### src/rtl/ram_arbiter_pkg.sv
// Shared types for the data-RAM arbiter: FSM state encoding and master ids.
package ram_arbiter_pkg;

  typedef enum logic [1:0] {IDLE, ISSUE, WAIT, DONE} state_t;

  typedef logic mid_t;

  localparam mid_t M0 = 1'b0;
  localparam mid_t M1 = 1'b1;

endpackage

### src/rtl/ram_arb_rr.sv
// Combinational 2-way round-robin picker; on contention the master other than
// 'last' wins.
module ram_arb_rr
  import ram_arbiter_pkg::*;
(
  input  logic req0,
  input  logic req1,
  input  mid_t last,
  output mid_t gnt_id,
  output logic any
);

  always_comb begin
    gnt_id = M0;
    if (req0 && req1) gnt_id = (last == M0) ? M1 : M0;
    else if (req1)    gnt_id = M1;
    any = req0 | req1;
  end

endmodule

### src/rtl/ram_arbiter.sv
// Two-master arbiter/sequencer for the single-port data RAM (IDLE/ISSUE/WAIT/DONE).
// Optional grant/conflict statistics counters are enabled by defining ARB_STATS_EN.
module ram_arbiter
  import ram_arbiter_pkg::*;
#(
  parameter int DATA_W = 32,
  parameter int ADDR_W = 10,
  parameter int RD_LAT = 1,
  parameter int STAT_W = 16
) (
  input  logic              CLK,
  input  logic              RESET,
  input  logic              m0_req,
  input  logic              m0_we,
  input  logic [ADDR_W-1:0] m0_addr,
  input  logic [DATA_W-1:0] m0_wdata,
  output logic              m0_ready,
  input  logic              m1_req,
  input  logic              m1_we,
  input  logic [ADDR_W-1:0] m1_addr,
  input  logic [DATA_W-1:0] m1_wdata,
  output logic              m1_ready,
  output logic [DATA_W-1:0] rdata,
  output logic [ADDR_W-1:0] mem_addr,
  output logic [DATA_W-1:0] mem_wdata,
  output logic              mem_wren,
  output logic              mem_rden,
  input  logic [DATA_W-1:0] mem_rdata
`ifdef ARB_STATS_EN
  ,
  output logic [STAT_W-1:0] stat_grant0,
  output logic [STAT_W-1:0] stat_grant1,
  output logic [STAT_W-1:0] stat_conflict
`endif
);

  typedef logic [STAT_W-1:0] stat_t;

  localparam logic [1:0] LAT_LD = 2'(RD_LAT - 1);

  state_t            r_state, w_state_nxt;
  mid_t              r_id, w_id_nxt;
  mid_t              r_last, w_last_nxt;
  logic              r_we, w_we_nxt;
  logic [1:0]        r_cnt, w_cnt_nxt;
  logic [ADDR_W-1:0] r_mem_addr, w_addr_nxt;
  logic [DATA_W-1:0] r_mem_wdata, w_wdata_nxt;
  logic [DATA_W-1:0] r_rdata, w_rdata_nxt;
  logic              r_wren, w_wren_nxt;
  logic              r_rden, w_rden_nxt;
  logic              r_rdy0, w_rdy0_nxt;
  logic              r_rdy1, w_rdy1_nxt;

  mid_t w_gnt;
  logic w_any;

  ram_arb_rr u_rr (
    .req0   (m0_req),
    .req1   (m1_req),
    .last   (r_last),
    .gnt_id (w_gnt),
    .any    (w_any)
  );

  always_comb begin
    w_state_nxt = r_state;
    w_id_nxt    = r_id;
    w_last_nxt  = r_last;
    w_we_nxt    = r_we;
    w_cnt_nxt   = r_cnt;
    w_addr_nxt  = r_mem_addr;
    w_wdata_nxt = r_mem_wdata;
    w_rdata_nxt = r_rdata;
    w_wren_nxt  = 1'b0;
    w_rden_nxt  = 1'b0;
    w_rdy0_nxt  = 1'b0;
    w_rdy1_nxt  = 1'b0;
    unique case (r_state)
      IDLE: begin
        // The RAM port registers double as the address/data latch for ISSUE.
        if (w_any) begin
          w_id_nxt    = w_gnt;
          w_last_nxt  = w_gnt;
          w_we_nxt    = (w_gnt == M1) ? m1_we    : m0_we;
          w_addr_nxt  = (w_gnt == M1) ? m1_addr  : m0_addr;
          w_wdata_nxt = (w_gnt == M1) ? m1_wdata : m0_wdata;
          w_wren_nxt  = w_we_nxt;
          w_rden_nxt  = !w_we_nxt;
          w_state_nxt = ISSUE;
        end
      end
      ISSUE: begin
        if (r_we) begin
          w_rdy0_nxt  = (r_id == M0);
          w_rdy1_nxt  = (r_id == M1);
          w_state_nxt = DONE;
        end else begin
          w_cnt_nxt   = LAT_LD;
          w_state_nxt = WAIT;
        end
      end
      WAIT: begin
        if (r_cnt != 2'd0) begin
          w_cnt_nxt = r_cnt - 2'd1;
        end else begin
          w_rdata_nxt = mem_rdata;
          w_rdy0_nxt  = (r_id == M0);
          w_rdy1_nxt  = (r_id == M1);
          w_state_nxt = DONE;
        end
      end
      DONE:    w_state_nxt = IDLE;
      default: w_state_nxt = IDLE;
    endcase
  end

  always_ff @(posedge CLK) begin
    if (RESET) begin
      r_state     <= IDLE;
      r_id        <= M0;
      r_last      <= M1;
      r_we        <= 1'b0;
      r_cnt       <= 2'd0;
      r_mem_addr  <= '0;
      r_mem_wdata <= '0;
      r_rdata     <= '0;
      r_wren      <= 1'b0;
      r_rden      <= 1'b0;
      r_rdy0      <= 1'b0;
      r_rdy1      <= 1'b0;
    end else begin
      r_state     <= w_state_nxt;
      r_id        <= w_id_nxt;
      r_last      <= w_last_nxt;
      r_we        <= w_we_nxt;
      r_cnt       <= w_cnt_nxt;
      r_mem_addr  <= w_addr_nxt;
      r_mem_wdata <= w_wdata_nxt;
      r_rdata     <= w_rdata_nxt;
      r_wren      <= w_wren_nxt;
      r_rden      <= w_rden_nxt;
      r_rdy0      <= w_rdy0_nxt;
      r_rdy1      <= w_rdy1_nxt;
    end
  end

  assign m0_ready  = r_rdy0;
  assign m1_ready  = r_rdy1;
  assign rdata     = r_rdata;
  assign mem_addr  = r_mem_addr;
  assign mem_wdata = r_mem_wdata;
  assign mem_wren  = r_wren;
  assign mem_rden  = r_rden;

`ifdef ARB_STATS_EN
  stat_t r_stat_g0, r_stat_g1, r_stat_cf;
  logic  w_arb;

  assign w_arb = (r_state == IDLE) && w_any;

  // Saturating counters: stick at all-ones rather than wrap.
  always_ff @(posedge CLK) begin
    if (RESET) begin
      r_stat_g0 <= '0;
      r_stat_g1 <= '0;
      r_stat_cf <= '0;
    end else begin
      if (w_arb && w_gnt == M0 && !(&r_stat_g0)) r_stat_g0 <= r_stat_g0 + 1'b1;
      if (w_arb && w_gnt == M1 && !(&r_stat_g1)) r_stat_g1 <= r_stat_g1 + 1'b1;
      if (w_arb && m0_req && m1_req && !(&r_stat_cf)) r_stat_cf <= r_stat_cf + 1'b1;
    end
  end

  assign stat_grant0   = r_stat_g0;
  assign stat_grant1   = r_stat_g1;
  assign stat_conflict = r_stat_cf;
`endif

endmodule

### config.mk
export PLATFORM = sky130hd
export DESIGN_NAME = ram_arbiter
export DESIGN_NICKNAME = d
export VERILOG_FILES = /design/src/rtl/ram_arbiter_pkg.sv /design/src/rtl/ram_arb_rr.sv /design/src/rtl/ram_arbiter.sv
export SDC_FILE = /design/constraint.sdc
export NUM_CORES = 1
export LEC_CHECK = 0
export ABC_AREA = 1
export BUFFER_PORTS_ARGS = -buffer_cell sky130_fd_sc_hd__clkbuf_2
export CORE_MARGIN = 4
export CORE_UTILIZATION = 46
export CTS_CLUSTER_SIZE = 24
export DETAILED_ROUTE_END_ITERATION = 10
export PLACE_DENSITY = 0.93
export SYNTH_ARGS = -nofsm -noshare
export SYNTH_HDL_FRONTEND = slang
export SYNTH_SLANG_ARGS = --single-unit
### constraint.sdc
create_clock -name CLK -period 1.63 [get_ports CLK]
set_input_delay 0.0815 -clock CLK [delete_from_list [all_inputs] [get_ports CLK]]
set_output_delay 0.0815 -clock CLK [all_outputs]
set_load 0.02 [all_outputs]
==> results.toml, run 1 <==
[synth]
synth_cell_types = 20
syn_inst = 542
synthesis.nets = 670
syn_area_per_cell_sq_um = 7.22
synth-seq-area-share_pct = 43.5
yosysWarnings = 0
ys_ff_latch = 85
netlist_area_sq_mm = 0.00391

[timing]
hold_ws_ps = 15.7
fin_crit_sh_pct = 90.4
tns_ps = 0
fin_skew_ps = 11.9
rsz0062_at_grt = "false"
slew_headroom_pct = 74.6
finalCriticalPeriod_ps = 1470
setup_viol = 0
slew_viol_final = 0
tightest_slew_ps = 378
clock.fmax_mhz = 679
hold_viol = 0

[setup_path]
start_kind = "register"
r2r_end = "mem_wdata[1]"
crit_end = "mem_wdata[1]"
cp_top_family = "buffers and inverters"
critPathBufInv = 3
critPathRequiredTime_ps = 1870
crit_path_top_delay_cell = "dfxtp_1"
max_stage_delay_ps = 340
worstSetupEndpointType = "register"
ff2ff_path_depth = 8
cpMostUsedCell = "nor2_1"
cp_num_cells = 8
critPathMaxFanout = 64
arrival_ps = 1710
crit_chain = "inv_2 -> ha_2 -> inv_1 -> nor2_4 -> buf_12 -> nand2_1 -> nor2_1 -> nor2_1"
critical_path.reg2reg.startpoint = "r_state[0]"
startpoint = "r_state[0]"
r2r_setup_slack_ps = 160
crit_type = "reg -> reg"

[drt]
dr.first_iter.drc_count = 124
ant_nets = 0
vias = 4225
avgRoutedWirePerCell_um = 12.8
drc = 0
first_pass_iters = 4
viasPerCell = 4.97
wirelength_um = 10900

[layout]
layout.nets = 868
area_delta_synth_final_pct = 36.1
stdcell_area_sq_mm = 0.00533
final_cell_mix = "clkbuf_2 (199), nor2_1 (160), dfxtp_1 (85), nand2_1 (66), o21ai_0 (52)"
final_common_cell = "clkbuf_2"
antenna_cells = 0
drive_above_1_share_pct = 31.4
nFillCells = 716

[floorplan]
die-area_sq_mm = 0.0100
row_count = 33
initial_core_util_pct = 47.4
coreArea_sq_mm = 0.00826
die_y_um = 100
die_w_um = 100
top_level_ports = 200

[placement]
gp_congestion = 0.801
dpl-instance-area_sq_mm = 0.00491
port_buffers = 199
dp_hpwl_um = 7520

[global_route]
grt-ovfl-total = 0
grt_usage_pct = 21.1
grt_first_pass_wirelength_um = 17600
grt_max_degree = 88
antenna_found_initial = 0
grt_pass1_vias = 3949

[pwr]
p_per_area_mw_per_mm2 = 1660
leakage_uw = 0.00267
ir_drop_mv = 0.878

[worst_hold_path]
hold_class = "in -> reg"

[clock_tree]
clockBufferDepth = 2
post_cts_buffers = 0
cts.clk_slew.worst_paths_ps = 90
cts_sinks = 85
numCtsBuffers = 9
root_buffer = "clkbuf_8"
cts_tree = "done"
htreeDepth = 3
insertion_delay_ps = 350

[job]
cap_violations = 0

[status]
status = "finished, final reports clean"
synthesized netlist by cell type:
| cell | count | area [sq um] |
|---|---|---|
| buf_4 | 3 | 22.5 |
| o21ai_0 | 52 | 260 |
| a211oi_1 | 1 | 7.51 |
| nor3_2 | 1 | 10.0 |
| nand3_1 | 48 | 240 |
| nand2_1 | 66 | 248 |
| a21oi_1 | 2 | 10.0 |
| buf_6 | 10 | 113 |
| clkbuf_1 | 18 | 67.6 |
| nor2_4 | 2 | 22.5 |
| nor2_1 | 160 | 601 |
| a21boi_0 | 27 | 203 |
| o21ai_1 | 23 | 115 |
| ha_1 | 6 | 75.1 |
| nand2_2 | 1 | 6.26 |
| buf_2 | 11 | 55.1 |
| dfxtp_1 | 85 | 1700 |
| a21boi_1 | 15 | 113 |
| clkinv_1 | 1 | 3.75 |
| inv_1 | 10 | 37.5 |
routing by layer:
layer	vias to the layer above	share of wire (%)	global-route usage, %
li1	2158	-	-
met1	1879	42	25.7
met2	170	47	35.3
met3	18	9.5	6.39
met4	0	1.7	7.77
met5	-	0	0
worst register-to-register path: stages, from the launching register on:
cell	delay (ps)
dfxtp_1	340
inv_2	90
ha_2	200
inv_1	70
nor2_4	140
buf_12	260
nand2_1	100
nor2_1	100
nor2_1	60
flip-flops by register name (all words and copies together), names as in the netlist:
register	count
r_id	1
m1_ready	1
mem_rden	1
r_we	1
rdata	32
r_last	1
r_cnt	2
mem_wdata	32
m0_ready	1
mem_addr	10
mem_wren	1
r_state	2
kinds of logic (layout without fill, tap and decap cells):
logic type	after synthesis	in the layout	share of synthesized area [%]
and+or+nand+nor	278	278	28.8
AOI/OAI and AO/OA	120	120	18.1
buffers and inverters	53	256	7.65
DFF	85	85	43.5
adders and majority gates	6	6	1.92
how the worst min path moves through the flow:
stage	from	endpoint	slack [ps]	cells past startpoint
floorplan	RESET	r_id	150	1
global placement	RESET	r_id	310	2
detailed placement	RESET	r_id	320	2
CTS	mem_rdata[12]	rdata[12]	0.1	3
global route	mem_rdata[28]	rdata[28]	10	3
finish	mem_rdata[28]	rdata[28]	20	3
where the power goes:
group	total, uW	internal (uW)	leakage [uW]	switching [uW]
logic	4040	1410	0.00188	2630
clock network	1530	758	0.0000951	770
registers	3250	2830	0.000700	421
total	8830	5000	0.00267	3830
through the flow:
| step | setup slack, ps | instances | total power, uW | utilization (%) |
|---|---|---|---|---|
| 2_1_floorplan | 294 | 542 | 6080 | - |
| 3_3_place_gp | 154 | 814 | 7150 | 59.4 |
| 3_5_place_dp | 108 | 814 | 7260 | 59.4 |
| 4_1_cts | 77.3 | 850 | 8840 | 64.3 |
| 5_1_grt | 37.5 | 850 | 9480 | 64.5 |
| 6_report | 156 | 850 | 8830 | 64.5 |
timing repair:
item | in CTS | in global routing
setup endpoints to repair | 0 | 21
gates resized for setup | 0 | 5
hold buffers | 20 | 0
endpoints found under the hold margin | 21 | 0
layout make-up:
class | instances | area [sq um] | area share, %
Sequential cell | 85 | 1700 | 32.0
Clock inverter | 6 | 70.1 | 1.32
Multi-Input combinational cell | 404 | 1920 | 36.0
Inverter | 11 | 41.3 | 0.775
Timing Repair Buffer | 229 | 1330 | 24.9
Clock buffer | 10 | 138 | 2.58
Tap cell | 105 | 131 | 2.47
Power figures use the tool's default switching activity.
==> inputs of run 2 (changes only) <==
- CELL_PAD_IN_SITES_DETAIL_PLACEMENT: default -> 1
- CELL_PAD_IN_SITES_GLOBAL_PLACEMENT: default -> 1
- CORE_UTILIZATION: 46 -> 28
- PLACE_DENSITY: 0.93 -> 0.89
- clock period: 1.63 -> 1.18 ns (I/O delays scaled with it)
==> run 2 against run 1 <==
Effect of this change:
- the run now ends with negative hold slack, negative setup slack left
- first-iteration DRC count rose by 57%
- design area is 32% higher
- routed wire length up 79%
- setup slack got worse by 400 ps
- clock power increased by 84%
- power increased by 100%
- highest routed layer unchanged
==> results.toml, run 2 (synthesis results as in run 1) <==
[floorplan]
row_count = 42
die-area_sq_mm = 0.0159
initial_core_util_pct = 29.1
coreArea_sq_mm = 0.0135
die_y_um = 126
die_w_um = 126
top_level_ports = 200

[pwr]
p_seq_share_pct = 27.1
power.switching_uw = 7890
netSwitchingFraction_pct = 44.5
ir_drop_mv = 1.00
p_comb_share_pct = 56.9
pwr-share-clk_pct = 15.9
internal-power_uw = 9840
p_per_area_mw_per_mm2 = 2520
leakage_uw = 0.00326

[clock_tree]
numCtsBuffers = 9
clockBufferDepth = 2
htreeDepth = 3
cts.clk_slew.worst_paths_ps = 70
root_buffer = "clkbuf_16"
cts_tree = "done"
insertion_delay_ps = 350
cts_sinks = 85

[setup_path]
critical_path.reg2reg.startpoint = "r_state[0]"
start_kind = "register"
r2r_setup_slack_ps = -240
critPathRequiredTime_ps = 1470
startpoint = "r_state[0]"
ff2ff_path_depth = 9
crit_type = "reg -> reg"
worstSetupEndpointType = "register"
critPathMaxFanout = 6
arrival_ps = 1710

[drt]
viasPerCell = 4.91
dr.first_iter.drc_count = 195
vias = 4820
avgRoutedWirePerCell_um = 19.8
drc = 0
wirelength_um = 19500
ant_nets = 0
first_pass_iters = 4

[layout]
final_common_cell = "clkbuf_2"
drive_above_1_share_pct = 51.2
nFillCells = 1639
final_cell_mix = "clkbuf_2 (199), nor2_1 (103), dfxtp_1 (83), nand3_1 (47), o21ai_1 (37)"
layout.nets = 929
area_delta_synth_final_pct = 79.9
antenna_cells = 0

[global_route]
grt_pass1_vias = 4652
grt_max_degree = 68
grt-ovfl-total = 0
grt_first_pass_wirelength_um = 24100
antenna_found_initial = 0
grt_usage_pct = 18.8

[timing]
fin_crit_sh_pct = 120
tightest_slew_ps = 431
slew_viol_final = 0
setup_viol = 83
slew_headroom_pct = 71.0
tns_ps = -13040
clock.fmax_mhz = 704
hold_viol = 1
worst_slack_ps = -241
rsz0062_at_grt = "true"
finalCriticalPeriod_ps = 1420
hold_ws_ps = -8.93
fin_skew_ps = 13.2

[placement]
dp_hpwl_um = 10100
gp_congestion = 0.801
port_buffers = 199

[worst_hold_path]
hold_path_depth = 3
hold_class = "in -> reg"
hold_start = "mem_rdata[27]"

[status]
status = "finished with violations"
violations = "negative hold slack, negative setup slack"

[job]
cap_violations = 0
==> run 2: cell count changes in the layout (fill, tap and decap cells not counted), moves of 10 or more <==
| cell | before | now |
|---|---|---|
| nor2_1 | 160 | 103 |
| o21ai_0 | 52 | 13 |
| nand2_1 | 66 | 32 |
| nor2_4 | 2 | 35 |
| nor2_2 | 0 | 24 |
| o21ai_2 | 0 | 23 |
| nand2_2 | 1 | 22 |
| clkbuf_16 | 0 | 18 |
| buf_4 | 5 | 20 |
| buf_6 | 1 | 15 |
| o21ai_1 | 23 | 37 |
| nand2_4 | 0 | 12 |
| dlygate4sd3_1 | 20 | 31 |
| clkbuf_8 | 10 | 0 |
==> run 2: through the flow <==
step / worst slack, ps / util (%) / power, uW / area, sq um / std cells
after floorplan: -27.8 / - / 8510 / 3950 / 542
after global placement: -174 / 38.6 / 10500 / 5190 / 903
after detailed placement: -221 / 38.6 / 10700 / 5190 / 903
after CTS: -218 / 44.3 / 14600 / 5960 / 954
after global routing: -319 / 52.3 / 18700 / 7040 / 982
final: -241 / 52.3 / 17700 / 7040 / 982
==> run 2: final cells by class <==
| class | count | area [sq um] | share of cell area (%) |
|---|---|---|---|
| clock buffer | 9 | 225 | 3.20 |
| clock inverter | 7 | 56.3 | 0.800 |
| inverter | 11 | 61.3 | 0.871 |
| multi-input combinational | 405 | 2590 | 36.8 |
| sequential | 85 | 1710 | 24.2 |
| tap | 176 | 220 | 3.13 |
| timing repair buffer | 289 | 2180 | 31.0 |
==> run 2: final timing paths <==
path | endpoint
max | mem_addr[6]
min reg2reg | m0_ready
min | rdata[27]
max reg2reg | mem_addr[6]
==> run 2: per-layer routing <==
layer / share of wire, % / track usage (%) / vias to the layer above
li1: - / - / 2297
met1: 39 / 21.6 / 2276
met2: 52 / 34.1 / 209
met3: 6.9 / 5.59 / 38
met4: 2.4 / 4.98 / 0
met5: 0 / 0 / -
==> run 2: timing repair <==
action,4_1_cts,5_1_grt
setup buffers,6,10
hold buffers,23,8
resized for setup,32,220
gates cloned,6,11
pin swaps,3,81
setup endpoints to repair,84,80
hold endpoints to repair,24,8
==> run 2: power groups by stage <==
| stage | sequential, uW | combinational [uW] | clock (uW) |
|---|---|---|---|
| final | 4810 | 10100 | 2820 |
| after global routing | 4930 | 10800 | 2980 |
| after CTS | 4530 | 7260 | 2820 |
| after detailed placement | 4540 | 6160 | 0 |
| after global placement | 4490 | 5960 | 0 |
| after floorplan | 5650 | 2850 | 0 |
==> run 2: worst max-delay path, cell delays in order, from the launching register on <==
cell and delay [ps]:
dfxtp_2 340, inv_4 80, ha_4 150, inv_4 30, nor2_4 160, buf_8 190
clkbuf_16 170, buf_6 90, o21ai_1 60, nor2_1 100
